### config.mk
export PLATFORM = sky130hd
export DESIGN_NAME = lsu_ctrl
export DESIGN_NICKNAME = d
export VERILOG_FILES = /design/src/rtl/lsu_pkg.sv /design/src/rtl/lsu_load_format.sv /design/src/rtl/lsu_ctrl.sv
export SDC_FILE = /design/constraint.sdc
export NUM_CORES = 1
export LEC_CHECK = 0
export CAP_MARGIN = 20
export CORE_MARGIN = 1
export CORE_UTILIZATION = 50
export DETAILED_ROUTE_END_ITERATION = 8
export DONT_BUFFER_PORTS = 1
export PLACE_DENSITY = 0.65
export SLEW_MARGIN = 10
export SYNTH_ARGS = -nofsm -noshare
export SYNTH_HDL_FRONTEND = slang
export SYNTH_SLANG_ARGS = --single-unit
### constraint.sdc
create_clock -name clk -period 2 [get_ports clk]
set_input_delay 0.4 -clock clk [delete_from_list [all_inputs] [get_ports clk]]
set_output_delay 0.4 -clock clk [all_outputs]
set_load 0.05 [all_outputs]
### src/rtl/lsu_pkg.sv
// Shared definitions for the load/store sequencer: funct3 codes, FSM
// encoding, byte-enable patterns and the access decode helpers.
package lsu_pkg;

  localparam logic [2:0] F3_B  = 3'b000;
  localparam logic [2:0] F3_H  = 3'b001;
  localparam logic [2:0] F3_W  = 3'b010;
  localparam logic [2:0] F3_BU = 3'b100;
  localparam logic [2:0] F3_HU = 3'b101;

  typedef enum logic [1:0] {
    ST_IDLE = 2'd0,
    ST_REQ  = 2'd1,
    ST_WAIT = 2'd2,
    ST_RESP = 2'd3
  } lsu_state_e;

  localparam logic [3:0] BE_NONE = 4'b0000;
  localparam logic [3:0] BE_B0   = 4'b0001;
  localparam logic [3:0] BE_H_LO = 4'b0011;
  localparam logic [3:0] BE_H_HI = 4'b1100;
  localparam logic [3:0] BE_W    = 4'b1111;

  // Unused encodings, plus unsigned variants that make no sense for stores.
  function automatic logic access_illegal(input logic store, input logic [2:0] f3);
    logic bad;
    bad = 1'b0;
    case (f3)
      F3_B, F3_H, F3_W: bad = 1'b0;
      F3_BU, F3_HU:     bad = store;
      default:          bad = 1'b1;
    endcase
    return bad;
  endfunction

  function automatic logic access_misaligned(input logic [2:0] f3, input logic [1:0] off);
    logic mis;
    mis = 1'b0;
    case (f3)
      F3_H, F3_HU: mis = off[0];
      F3_W:        mis = (off != 2'b00);
      default:     mis = 1'b0;
    endcase
    return mis;
  endfunction

  // Byte enables depend only on width (f3[1:0]) and the lane offset.
  function automatic logic [3:0] access_be(input logic [2:0] f3, input logic [1:0] off);
    logic [3:0] be;
    case (f3[1:0])
      2'b00:   be = BE_B0 << off;
      2'b01:   be = off[1] ? BE_H_HI : BE_H_LO;
      2'b10:   be = BE_W;
      default: be = BE_NONE;
    endcase
    return be;
  endfunction

  // Replicate the low byte/halfword across all lanes so the bus can pick any.
  function automatic logic [31:0] store_data(input logic [2:0] f3, input logic [31:0] wdata);
    logic [31:0] d;
    case (f3[1:0])
      2'b00:   d = {4{wdata[7:0]}};
      2'b01:   d = {2{wdata[15:0]}};
      default: d = wdata;
    endcase
    return d;
  endfunction

endpackage

### src/rtl/lsu_load_format.sv
// Load result formatting: selects the addressed byte/halfword lane from the
// raw bus word and sign- or zero-extends it according to funct3.
module lsu_load_format
  import lsu_pkg::*;
(
  input  logic [31:0] rdata,
  input  logic [1:0]  offset,
  input  logic [2:0]  funct3,
  output logic [31:0] data
);

  logic [7:0]  byte_sel;
  logic [15:0] half_sel;

  // Lane select then extend; W and anything unexpected pass the word through.
  always_comb begin
    byte_sel = rdata[7:0];
    case (offset)
      2'd0: byte_sel = rdata[7:0];
      2'd1: byte_sel = rdata[15:8];
      2'd2: byte_sel = rdata[23:16];
      2'd3: byte_sel = rdata[31:24];
      default: byte_sel = rdata[7:0];
    endcase
    half_sel = offset[1] ? rdata[31:16] : rdata[15:0];
    data = rdata;
    case (funct3)
      F3_B:    data = {{24{byte_sel[7]}}, byte_sel};
      F3_BU:   data = {24'h000000, byte_sel};
      F3_H:    data = {{16{half_sel[15]}}, half_sel};
      F3_HU:   data = {16'h0000, half_sel};
      default: data = rdata;
    endcase
  end

endmodule

### src/rtl/lsu_ctrl.sv
// Load/store sequencer between execute and the single-port data bus.
// Optional build macro LSU_TIMEOUT_EN adds a bus-timeout error after
// TIMEOUT_CYCLES cycles spent in REQ or WAIT.
//
// state | meaning
// IDLE  | ready for a new access (req_ready=1)
// REQ   | mem_req held with stable bus fields until mem_gnt
// WAIT  | granted, waiting for mem_rvalid
// RESP  | result captured; rsp_valid pulses as we return to IDLE
module lsu_ctrl
  import lsu_pkg::*;
#(
  parameter int ADDR_W         = 32,
  parameter int TIMEOUT_CYCLES = 255
) (
  input  logic              clk,
  input  logic              rst_n,
  input  logic              req_valid,
  output logic              req_ready,
  input  logic              req_store,
  input  logic [2:0]        req_funct3,
  input  logic [ADDR_W-1:0] req_addr,
  input  logic [31:0]       req_wdata,
  output logic              mem_req,
  output logic              mem_we,
  output logic [3:0]        mem_be,
  output logic [ADDR_W-1:0] mem_addr,
  output logic [31:0]       mem_wdata,
  input  logic              mem_gnt,
  input  logic              mem_rvalid,
  input  logic [31:0]       mem_rdata,
  output logic              rsp_valid,
  output logic [31:0]       rsp_data,
  output logic              rsp_err
);

  lsu_state_e  state;
  logic        store_q;
  logic [2:0]  f3_q;
  logic [1:0]  off_q;
  logic        err_q;
  logic [31:0] load_data;
  logic        req_bad;

  assign req_bad = access_illegal(req_store, req_funct3) ||
                   access_misaligned(req_funct3, req_addr[1:0]);

  lsu_load_format u_load_format (
    .rdata  (mem_rdata),
    .offset (off_q),
    .funct3 (f3_q),
    .data   (load_data)
  );

`ifdef LSU_TIMEOUT_EN
  localparam int CNT_W = 16;
  localparam logic [CNT_W-1:0] CNT_LAST = CNT_W'(TIMEOUT_CYCLES - 1);
  logic [CNT_W-1:0] cnt;
  logic             expired;
  assign expired = (cnt == CNT_LAST);
`else
  logic unused_timeout;
  assign unused_timeout = |TIMEOUT_CYCLES;
`endif

  // Sequencing FSM; every output is registered here.
  always_ff @(posedge clk or negedge rst_n) begin
    if (!rst_n) begin
      state     <= ST_IDLE;
      req_ready <= 1'b1;
      mem_req   <= 1'b0;
      mem_we    <= 1'b0;
      mem_be    <= BE_NONE;
      mem_addr  <= '0;
      mem_wdata <= '0;
      rsp_valid <= 1'b0;
      rsp_data  <= '0;
      rsp_err   <= 1'b0;
      store_q   <= 1'b0;
      f3_q      <= F3_B;
      off_q     <= 2'b00;
      err_q     <= 1'b0;
`ifdef LSU_TIMEOUT_EN
      cnt       <= '0;
`endif
    end else begin
      rsp_valid <= 1'b0;
      rsp_err   <= 1'b0;
      case (state)
        ST_IDLE: begin
          if (req_valid) begin
            store_q   <= req_store;
            f3_q      <= req_funct3;
            off_q     <= req_addr[1:0];
            req_ready <= 1'b0;
            if (req_bad) begin
              err_q    <= 1'b1;
              rsp_data <= '0;
              state    <= ST_RESP;
            end else begin
              err_q     <= 1'b0;
              mem_req   <= 1'b1;
              mem_we    <= req_store;
              mem_be    <= access_be(req_funct3, req_addr[1:0]);
              mem_addr  <= {req_addr[ADDR_W-1:2], 2'b00};
              mem_wdata <= req_store ? store_data(req_funct3, req_wdata) : 32'h0;
              state     <= ST_REQ;
`ifdef LSU_TIMEOUT_EN
              cnt       <= '0;
`endif
            end
          end
        end
        ST_REQ: begin
          if (mem_gnt) begin
            mem_req <= 1'b0;
            state   <= ST_WAIT;
`ifdef LSU_TIMEOUT_EN
            cnt     <= '0;
          end else if (expired) begin
            mem_req  <= 1'b0;
            err_q    <= 1'b1;
            rsp_data <= '0;
            state    <= ST_RESP;
          end else begin
            cnt <= cnt + 1'b1;
`endif
          end
        end
        ST_WAIT: begin
          if (mem_rvalid) begin
            rsp_data <= store_q ? 32'h0 : load_data;
            state    <= ST_RESP;
`ifdef LSU_TIMEOUT_EN
          end else if (expired) begin
            err_q    <= 1'b1;
            rsp_data <= '0;
            state    <= ST_RESP;
          end else begin
            cnt <= cnt + 1'b1;
`endif
          end
        end
        ST_RESP: begin
          rsp_valid <= 1'b1;
          rsp_err   <= err_q;
          req_ready <= 1'b1;
          state     <= ST_IDLE;
        end
        default: begin
          state     <= ST_IDLE;
          req_ready <= 1'b1;
          mem_req   <= 1'b0;
        end
      endcase
    end
  end

endmodule
==> impl_metrics.py, run 1 <==
metrics = {
    "floorplan": {
        "io_pins": 210,
        "core_area_mm2": 0.0104,
        "die_h_um": 105,
        "die_area_mm2": 0.0111,
        "rows": 37,
        "chipWidth_um": 105,
        "initial_core_util": 0.516,
    },
    "finish": {
        "n_fill_cell": 918,
        "area_growth_pct": 7.16,
        "final_nets": 594,
        "drive_above_1_share": 0.180,
        "final_util": 0.553,
        "final_cells": 626,
        "antenna_cells": 0,
    },
    "global_routing": {
        "grt_overflow": 0,
        "grt_pass1_vias": 3817,
        "grt_use_total": 0.231,
        "grt_max_degree": 113,
        "grt_pass1_wl_mm": 20.1,
        "antenna_found_initial": 0,
    },
    "synthesis": {
        "yosys_warnings": 0,
        "avgSynthCellArea_um2": 11.0,
        "synth_edf_count": 0,
        "post-synth-top-count-cell": "dfrtp_1",
        "syn_area_mm2": 0.00535,
        "seq_area_frac_synth": 0.524,
        "ys_seq_elements": 112,
        "netlist_top_cells_area": "dfrtp_1 52%, mux2_2 8.6%, mux2i_1 6.4%",
        "syn_inst": 488,
        "synth_top_area_frac": 0.519,
        "synthArstFlopShare": 1.00,
        "synth-main-ff-cell": "dfrtp_1",
        "synth_commonest_cells": "111 x dfrtp_1, 52 x nand2_1, 41 x mux2_2, 40 x o21ai_0, 34 x mux2i_1",
        "synth_top_cell_by_area": "dfrtp_1",
        "synth_cell_types": 45,
    },
    "critical_path": {
        "criticalPathCategory": "reg2reg",
        "critPathSlowestCell": "dfrtp_1",
        "r2r_setup_slack_ns": 0.09,
        "arrival_ns": 2.17,
        "crit_required_ns": 2.26,
        "reg2reg_from": "state[1]",
        "critPathMaxFanout": 26,
        "critPathLaunchType": "flop",
        "r2r_end": "rsp_data[21]",
        "cp-end-kind": "flop",
        "slowest_delay_ns": 0.41,
        "r2r_cells": 6,
        "crit_chain": "inv_1 -> ha_1 -> o21a_1 -> or3_1 -> buf_4 -> a22o_1",
    },
    "power": {
        "p_int_mw": 5.19,
        "power_frac_seq": 0.622,
        "power_frac_comb": 0.256,
        "p_leak_nw": 2.69,
        "finalPower_mw": 11.3,
        "swShare": 0.542,
        "ir_worst_vdd_mv": 1.10,
        "p_switching_mw": 6.15,
        "clkPwrFrac": 0.122,
        "power_density_mw_per_mm2": 1980,
    },
    "clocking": {
        "clockBufferDepth": 2,
        "clkTransAtPathRegs_ns": 0.10,
        "htreeDepth": 3,
        "tritoncts": "yes",
        "clock_latency_ns": 0.37,
        "clock-sinks": 112,
        "clock-root-buffer": "clkbuf_8",
        "cts_inserted_buffers": 9,
    },
    "sta": {
        "fin_crit_sh": 0.955,
        "finalMaxSlewViolations": 0,
        "finClkSkew_ns": 0.00810,
        "worst_pin_slew_ns": 1.01,
        "slew_headroom": 0.325,
        "fin_setup_tns_ns": 0,
        "finalHoldViolCount": 111,
        "fmaxAchievable_mhz": 523,
        "whs_ns": -0.277,
        "fin_crit_ns": 1.91,
        "rsz0062_at_grt": "no",
        "setup_viol": 0,
    },
    "routing": {
        "avgRoutedWirePerCell_um": 20.3,
        "totalWireLength_mm": 12.7,
        "drtIter0Drc": 209,
        "num_vias": 3728,
        "drc": 0,
        "drt_pass1_iterations": 4,
        "ant_nets": 0,
        "via_per_inst": 5.96,
    },
    "placement": {
        "numPortBuffers": 0,
        "place_hpwl_mm": 9.09,
        "dp.cells": 609,
        "gp_congestion": 0.855,
    },
    "flow_run": {
        "cap_violations": 0,
    },
    "worst_hold_path": {
        "hold_path.class": "in2async",
    },
    "run_status": {
        "violations": "hold timing",
        "outcome": "finished with violations",
    },
}
-- worst max path at each step --
stage                   from            to  slack [ns]  cells after the start
6_report            state[1]  rsp_data[21]        0.09                      6
5_1_grt             state[1]  rsp_data[25]       0.004                      7
4_1_cts             state[0]  rsp_data[25]        0.07                      7
3_5_place_dp   req_funct3[0]  rsp_data[25]        0.07                      5
3_3_place_gp   req_funct3[0]  rsp_data[17]        0.12                      5
2_1_floorplan       state[0]  mem_addr[10]        0.03                      8
-- layout by cell type (no fill, tap or decap), types with 17 or more instances in the layout --
| cell type | synthesis | routed |
|---|---|---|
| a21oi_1 | 21 | 21 |
| a22o_1 | 28 | 28 |
| buf_4 | 4 | 17 |
| dfrtp_1 | 111 | 111 |
| mux2_2 | 41 | 41 |
| mux2i_1 | 34 | 34 |
| nand2_1 | 52 | 51 |
| nor2_1 | 24 | 24 |
| o21ai_0 | 40 | 40 |
-- flip-flops by register name, indices dropped and copies added (netlist names) --
name       flops
rsp_data      32
mem_be         4
off_q          2
mem_req        1
rsp_err        1
store_q        1
f3_q           3
rsp_valid      1
mem_wdata     32
mem_addr      30
mem_we         1
err_q          1
req_ready      1
state          2
-- power by group through the flow --
stage / clock, mW / combinational, mW / sequential [mW]
final: 1.39 / 2.91 / 7.06
after global placement: 0 / 2.78 / 7.10
after CTS: 1.43 / 2.88 / 7.07
after detailed placement: 0 / 2.88 / 7.11
after floorplan: 0 / 2.46 / 6.81
after global routing: 1.52 / 3.23 / 7.17
-- timing repair --
action | CTS | global route
endpoints found under the setup margin | 0 | 22
hold endpoints to repair | 112 | 112
resized for setup | 0 | 2
setup buffers | 0 | 1
-- stage by stage --
stage | instance area, um^2 | setup slack (ns)
after floorplan | 5360 | 0.0282
after global placement | 5510 | 0.120
after detailed placement | 5510 | 0.0735
after CTS | 5720 | 0.0682
after global routing | 5730 | 0.00410
final | 5730 | 0.0898
-- kinds of logic (layout without fill, tap and decap cells) --
family	count (synthesis)	count (layout)	share of synthesized area
AOI/OAI and AO/OA	131	131	0.169
buffers and inverters	50	51	0.0435
DFF	112	112	0.524
adders and majority gates	4	4	0.00936
other	1	2	0.000701
muxes	76	76	0.154
and+or+nand+nor	114	114	0.0994
-- cell type report --
type                    count  area, um^2  share of cell area
multi-input cells         327        2330               0.407
inverters                  16        60.1              0.0105
repair buffers             19         159              0.0277
clock buffers               9         124              0.0216
flip-flops and latches    112        2800               0.489
well taps                 136         170              0.0297
clock inverters             7        80.1              0.0140
-- per-layer routing --
metal,GRT usage,vias to the layer above,part of all wire
met1,0.290,1821,0.42
li1,-,1731,-
met4,0.0684,0,0.013
met3,0.0847,15,0.088
met2,0.373,161,0.48
met5,0,-,0
-- critical path, delay by kind of cell, from the launching register on --
family / cells / cell delay, ns
AOI/OAI and AO/OA: 2 / 0.44
buffers and inverters: 2 / 0.33
DFF: 1 / 0.41
adders and majority gates: 1 / 0.25
and+or+nand+nor: 1 / 0.37
(Power assumes the default switching activity.)
==> run 2, diff against run 1 <==
Settings changed: SYNTH_HIERARCHICAL set to 1.
==> run 2 against run 1 <==
- the run still ends with hold timing left
- total power rose by 12%
- cell count rose by 14%
- worst setup slack improved by 0.099 ns
- clock skew fell by 0.00056 ns
- cell area rose by 10%
- count of clock-buffer cells in the layout did not move
- largest cell class unchanged
- maximum frequency rose by 5.5%
- register-to-register slack improved by 0.099 ns
- worst hold slack improved by 0.017 ns
- sequential share of layout area fell by 4.4 points
==> impl_metrics.py, run 2 <==
metrics = {
    "global_routing": {
        "grt_pass1_vias": 4042,
        "grt_max_degree": 113,
        "grt_overflow": 0,
        "grt_use_total": 0.220,
        "grt_pass1_wl_mm": 20.3,
        "antenna_found_initial": 0,
    },
    "clocking": {
        "postCtsSetupRepairBufs": 0,
        "cts_inserted_buffers": 9,
        "ctsResizeCount": 0,
        "clock_latency_ns": 0.35,
        "htreeDepth": 3,
        "tritoncts": "yes",
        "clock-root-buffer": "clkbuf_16",
        "clockBufferDepth": 2,
        "clock-sinks": 112,
        "clkTransAtPathRegs_ns": 0.08,
    },
    "critical_path": {
        "startpoint": "off_q[1]",
        "crit_required_ns": 2.22,
        "reg2reg_from": "off_q[1]",
        "criticalPathCategory": "reg2reg",
        "arrival_ns": 2.03,
        "critPathLaunchType": "flop",
        "cp-end-kind": "flop",
        "critPathMaxFanout": 8,
    },
    "synthesis": {
        "syn_inst": 579,
        "seq_area_frac_synth": 0.479,
        "synth_top_cell_by_area": "dfrtp_1",
        "synthArstFlopShare": 1.00,
        "synth_cell_types": 39,
        "netlist_top_cells_area": "dfrtp_1 47%, nand2_1 9.4%, mux2i_1 7.5%",
        "post-synth-top-count-cell": "nand2_1",
        "synth_edf_count": 0,
        "ys_seq_elements": 112,
        "synth_commonest_cells": "147 x nand2_1, 111 x dfrtp_1, 48 x o21ai_0, 44 x mux2i_1, 40 x inv_1",
        "syn_area_mm2": 0.00585,
        "yosys_warnings": 6,
        "avgSynthCellArea_um2": 10.1,
        "synth_top_area_frac": 0.475,
        "synth-main-ff-cell": "dfrtp_1",
    },
    "placement": {
        "numPortBuffers": 0,
        "gp_congestion": 0.862,
        "place_hpwl_mm": 9.74,
        "dp.cells": 695,
    },
    "routing": {
        "drt_pass1_iterations": 5,
        "avgRoutedWirePerCell_um": 18.7,
        "ant_nets": 0,
        "drc": 0,
        "via_per_inst": 5.55,
        "totalWireLength_mm": 13.3,
        "drtIter0Drc": 160,
        "num_vias": 3945,
    },
    "floorplan": {
        "core_area_mm2": 0.0114,
        "initial_core_util": 0.512,
        "io_pins": 210,
        "chipWidth_um": 110,
        "die_h_um": 110,
        "rows": 39,
        "die_area_mm2": 0.0121,
    },
    "finish": {
        "final_cell_mix": "147 x nand2_1, 111 x dfrtp_1, 48 x o21ai_0",
        "antenna_cells": 0,
        "area_growth_pct": 7.74,
        "seqCellArea_mm2": 0.00280,
        "final_cells": 711,
        "drive_above_1_share": 0.165,
        "multi_input_area_mm2": 0.00267,
        "n_fill_cell": 994,
        "final_nets": 672,
        "layout_commonest_cell": "nand2_1",
        "reg_top3": "mem_wdata (32), rsp_data (32), mem_addr (30)",
    },
    "power": {
        "ir_worst_vdd_mv": 1.22,
        "power_density_mw_per_mm2": 2010,
        "p_leak_nw": 3.19,
    },
    "sta": {
        "whs_ns": -0.260,
        "fin_setup_tns_ns": 0,
        "finalHoldViolCount": 112,
        "slew_headroom": 0.613,
        "worst_pin_slew_ns": 0.579,
        "fmaxAchievable_mhz": 552,
        "rsz0062_at_grt": "no",
        "fin_crit_sh": 0.905,
        "fin_crit_ns": 1.81,
        "finalMaxSlewViolations": 0,
        "finClkSkew_ns": 0.00754,
        "setup_viol": 0,
    },
    "run_status": {
        "outcome": "finished with violations",
        "violations": "hold timing",
    },
    "worst_hold_path": {
        "hold_path.class": "in2async",
    },
    "flow_run": {
        "cap_violations": 0,
    },
}
[run 2: cell count changes in the layout (fill, tap and decap cells not counted), moves of 8 or more]
cell	delta
clkbuf_8	-9
a22o_1	-27
mux2i_1	+10
clkbuf_16	+9
mux2_2	-16
o21ai_1	+8
a21oi_1	-15
nor2_1	-14
mux2_4	+28
nand2_1	+96
o21ai_0	+8
inv_1	+24
[run 2: layout make-up]
type | count | share of cell area
clock inverters | 7 | 0.0196
clock buffers | 9 | 0.0357
repair buffers | 14 | 0.0246
multi-input cells | 386 | 0.423
inverters | 40 | 0.0238
well taps | 143 | 0.0284
flip-flops and latches | 112 | 0.445
[run 2: final timing paths]
| path | slack [ns] | depth (start not counted) | endpoint |
|---|---|---|---|
| min | -0.26 | 0 | rsp_data[2] |
| max in group asynchronous | 2.02 | 0 | rsp_data[13] |
| min in group clk | 0.18 | 2 | mem_wdata[8] |
| min reg2reg | 0.50 | 1 | rsp_err |
| max | 0.19 | 5 | rsp_data[10] |
| max reg2reg | 0.19 | 5 | rsp_data[10] |
[run 2: critical path, stage by stage (launching register included)]
cell,delay (ns)
dfrtp_1,0.43
mux4_2,0.53
and3b_1,0.29
a221o_1,0.29
nand2_1,0.07
mux2i_1,0.07
[run 2: routing by layer]
metal / GRT usage / wire length, um / vias up
met2: 0.386 / 6780 / 148
met4: 0.0930 / 282 / 0
met1: 0.249 / 4990 / 1879
met5: 0 / 0 / -
met3: 0.0641 / 1220 / 21
li1: - / - / 1897
[run 2: cell families (layout without fill, tap and decap cells)]
logic type | count (synthesis) | count (layout) | synth area share
compound gates | 105 | 105 | 0.119
fa+ha+maj | 4 | 4 | 0.00855
buf+inv | 82 | 70 | 0.0673
flops | 112 | 112 | 0.479
mux | 98 | 98 | 0.199
other cells | 1 | 2 | 0.000641
simple gates | 177 | 177 | 0.126
[run 2: per-stage QoR]
| step | hold WS, ns | setup WS (ns) | util | total power, mW | instance area (um^2) |
|---|---|---|---|---|---|
| final | -0.260 | 0.189 | 0.552 | 12.7 | 6300 |
| after global placement | 0.107 | 0.235 | 0.522 | 10.6 | 5960 |
| after CTS | -0.279 | 0.181 | 0.552 | 12.8 | 6300 |
| after detailed placement | 0.107 | 0.183 | 0.522 | 10.8 | 5960 |
| after floorplan | 0.104 | 0.153 | - | 9.97 | 5860 |
| after global routing | -0.281 | 0.0751 | 0.552 | 13.4 | 6300 |
[run 2: report_power, final]
| group | total (mW) | switching [mW] | internal, mW | leakage (nW) |
|---|---|---|---|---|
| Clock | 2.04 | 0.897 | 1.14 | 0.169 |
| Combinational | 3.20 | 1.53 | 1.67 | 1.58 |
| Sequential | 7.45 | 4.21 | 3.24 | 1.44 |
==> run 3, diff against run 2 <==
Settings changed: CORE_UTILIZATION 50 to 30, PLACE_DENSITY 0.65 to 0.42.
==> run 3 against run 2 <==
- critical path depth up 3
- critical endpoint is now rsp_data[19]
- the run still ends with hold timing left
- cell count up 17%
- maximum frequency down 2.8%
- via count up 1.5%
- sequential share of layout area down 0.64 points
- sequential power up 0.7%
- combinational power about the same
- clock power down 6%
==> impl_metrics.py, run 3 (same netlist as run 2, synthesis figures left out) <==
metrics = {
    "critical_path": {
        "arrival_ns": 2.14,
        "slowest_delay_ns": 0.43,
        "crit_family": "simple AND/OR/NAND/NOR gates",
        "critPathMaxFanout": 13,
        "crit_chain": "buf_4 -> mux2i_1 -> or4_4 -> o22ai_4 -> buf_4 -> a21o_1 -> nand2_1 -> mux2i_1",
        "path_buf_inv": 2,
        "critPathSlowestCell": "or4_4",
        "cp-end-kind": "flop",
        "criticalPathCategory": "reg2reg",
        "crit_required_ns": 2.27,
        "critPathLaunchType": "flop",
    },
    "power": {
        "p_leak_nw": 3.16,
        "power_frac_seq": 0.592,
        "clkPwrFrac": 0.152,
        "p_int_mw": 5.92,
        "ir_worst_vdd_mv": 0.679,
        "swShare": 0.532,
        "power_density_mw_per_mm2": 1980,
        "p_switching_mw": 6.73,
        "power_frac_comb": 0.256,
    },
    "sta": {
        "finalHoldViolCount": 112,
        "finClkSkew_ns": 0.00974,
        "fin_crit_ns": 1.86,
        "slew_headroom": 0.603,
        "rsz0062_at_grt": "no",
        "finalMaxSlewViolations": 0,
        "whs_ns": -0.273,
        "fmaxAchievable_mhz": 537,
        "fin_setup_tns_ns": 0,
        "worst_pin_slew_ns": 0.595,
        "fin_crit_sh": 0.932,
        "setup_viol": 0,
    },
    "clocking": {
        "clock-root-buffer": "clkbuf_16",
        "clkTransAtPathRegs_ns": 0.08,
        "cts_inserted_buffers": 9,
        "tritoncts": "yes",
        "clockBufferDepth": 2,
        "clock-sinks": 112,
        "clock_latency_ns": 0.36,
        "htreeDepth": 3,
    },
    "run_status": {
        "violations": "hold timing",
        "outcome": "finished with violations",
    },
    "routing": {
        "routed-wl-met3_mm": 1.77,
        "dr_wl_met2_mm": 7.41,
        "route.top_layer_used": "met4",
        "drc": 0,
        "via_per_inst": 4.83,
        "totalWireLength_mm": 15.4,
        "wl_met1_mm": 5.95,
        "avgRoutedWirePerCell_um": 18.5,
        "ant_nets": 0,
        "drtIter0Drc": 161,
        "drt_pass1_iterations": 4,
        "num_vias": 4005,
    },
    "finish": {
        "layout_commonest_cell": "nand2_1",
        "final_cell_mix": "147 x nand2_1, 111 x dfrtp_1, 48 x o21ai_0",
        "area_growth_pct": 9.30,
        "reg_top3": "mem_wdata (32), rsp_data (32), mem_addr (30)",
        "final_cells": 830,
        "final_util": 0.339,
        "final_area_mm2": 0.00640,
        "n_fill_cell": 1957,
        "final_nets": 674,
        "drive_above_1_share": 0.168,
        "antenna_cells": 0,
    },
    "floorplan": {
        "chipWidth_um": 142,
        "core_area_mm2": 0.0189,
        "die_area_mm2": 0.0201,
        "rows": 50,
        "io_pins": 210,
        "die_h_um": 142,
        "initial_core_util": 0.310,
    },
    "global_routing": {
        "antenna_found_initial": 0,
        "grt_max_degree": 113,
        "grt_pass1_wl_mm": 24.3,
        "grt_overflow": 0,
        "grt_pass1_vias": 4288,
        "grt_use_total": 0.158,
    },
    "flow_run": {
        "cap_violations": 0,
    },
    "placement": {
        "numPortBuffers": 0,
        "place_hpwl_mm": 11.1,
        "gp_congestion": 0.773,
        "placed_area_mm2": 0.00609,
        "dp.cells": 814,
    },
    "worst_hold_path": {
        "hold_path.class": "in2async",
    },
}
[run 3: cell count changes in the layout (fill, tap and decap cells not counted), sizes merged]
cell,change
buf,+2
clkinv,-2
clkinvlp,+2
bufinv,-1
inv,+1
[run 3: worst reg2reg max path, cell delays in order (launching register included)]
cell	delay [ns]
dfrtp_1	0.41
buf_4	0.19
mux2i_1	0.12
or4_4	0.43
o22ai_4	0.15
buf_4	0.20
a21o_1	0.10
nand2_1	0.04
mux2i_1	0.14
[run 3: worst paths after layout]
check                      slack [ns]  cells after the start           end         start
min reg2reg                      0.53                      1       rsp_err         err_q
min                             -0.27                      0   rsp_data[6]         rst_n
min in group clk                 0.18                      2  mem_wdata[6]  req_wdata[6]
max reg2reg                      0.14                      8  rsp_data[19]      off_q[1]
max                              0.14                      8  rsp_data[19]      off_q[1]
max in group asynchronous        2.04                      0   mem_addr[6]         rst_n
[run 3: timing repair]
item | 4_1_cts | 5_1_grt
buffers inserted | 0 | 0
resized for setup | 0 | 0
hold endpoints to repair | 112 | 112
[run 3: layout make-up]
type / instances / area (um^2) / share of cell area
tap: 260 / 325 / 0.0509
multi-input combinational: 386 / 2670 / 0.417
timing repair buffer: 16 / 145 / 0.0227
clock inverter: 7 / 78.8 / 0.0123
clock buffer: 9 / 225 / 0.0352
sequential: 112 / 2800 / 0.438
inverter: 40 / 150 / 0.0235
[run 3: power by group through the flow]
stage                     Combinational (mW)  Clock (mW)  Sequential, mW
after global placement                  3.21           0            7.57
after detailed placement                3.29           0            7.57
final                                   3.23        1.92            7.50
after global routing                    3.66        2.08            7.65
after CTS                               3.29        1.99            7.54
after floorplan                         2.75           0            7.21
[run 3: per-layer routing]
metal  GRT usage  vias to the layer above
met1       0.178                     1965
met3      0.0739                       15
met2       0.260                      136
met4      0.0583                        0
li1            -                     1889
met5           0                        -
[run 3: stage by stage]
step | hold WS [ns] | setup slack, ns | power, mW
after floorplan | 0.104 | 0.153 | 9.97
after global placement | 0.108 | 0.205 | 10.8
after detailed placement | 0.108 | 0.155 | 10.9
after CTS | -0.288 | 0.125 | 12.8
after global routing | -0.293 | 0.0318 | 13.4
final | -0.273 | 0.137 | 12.7
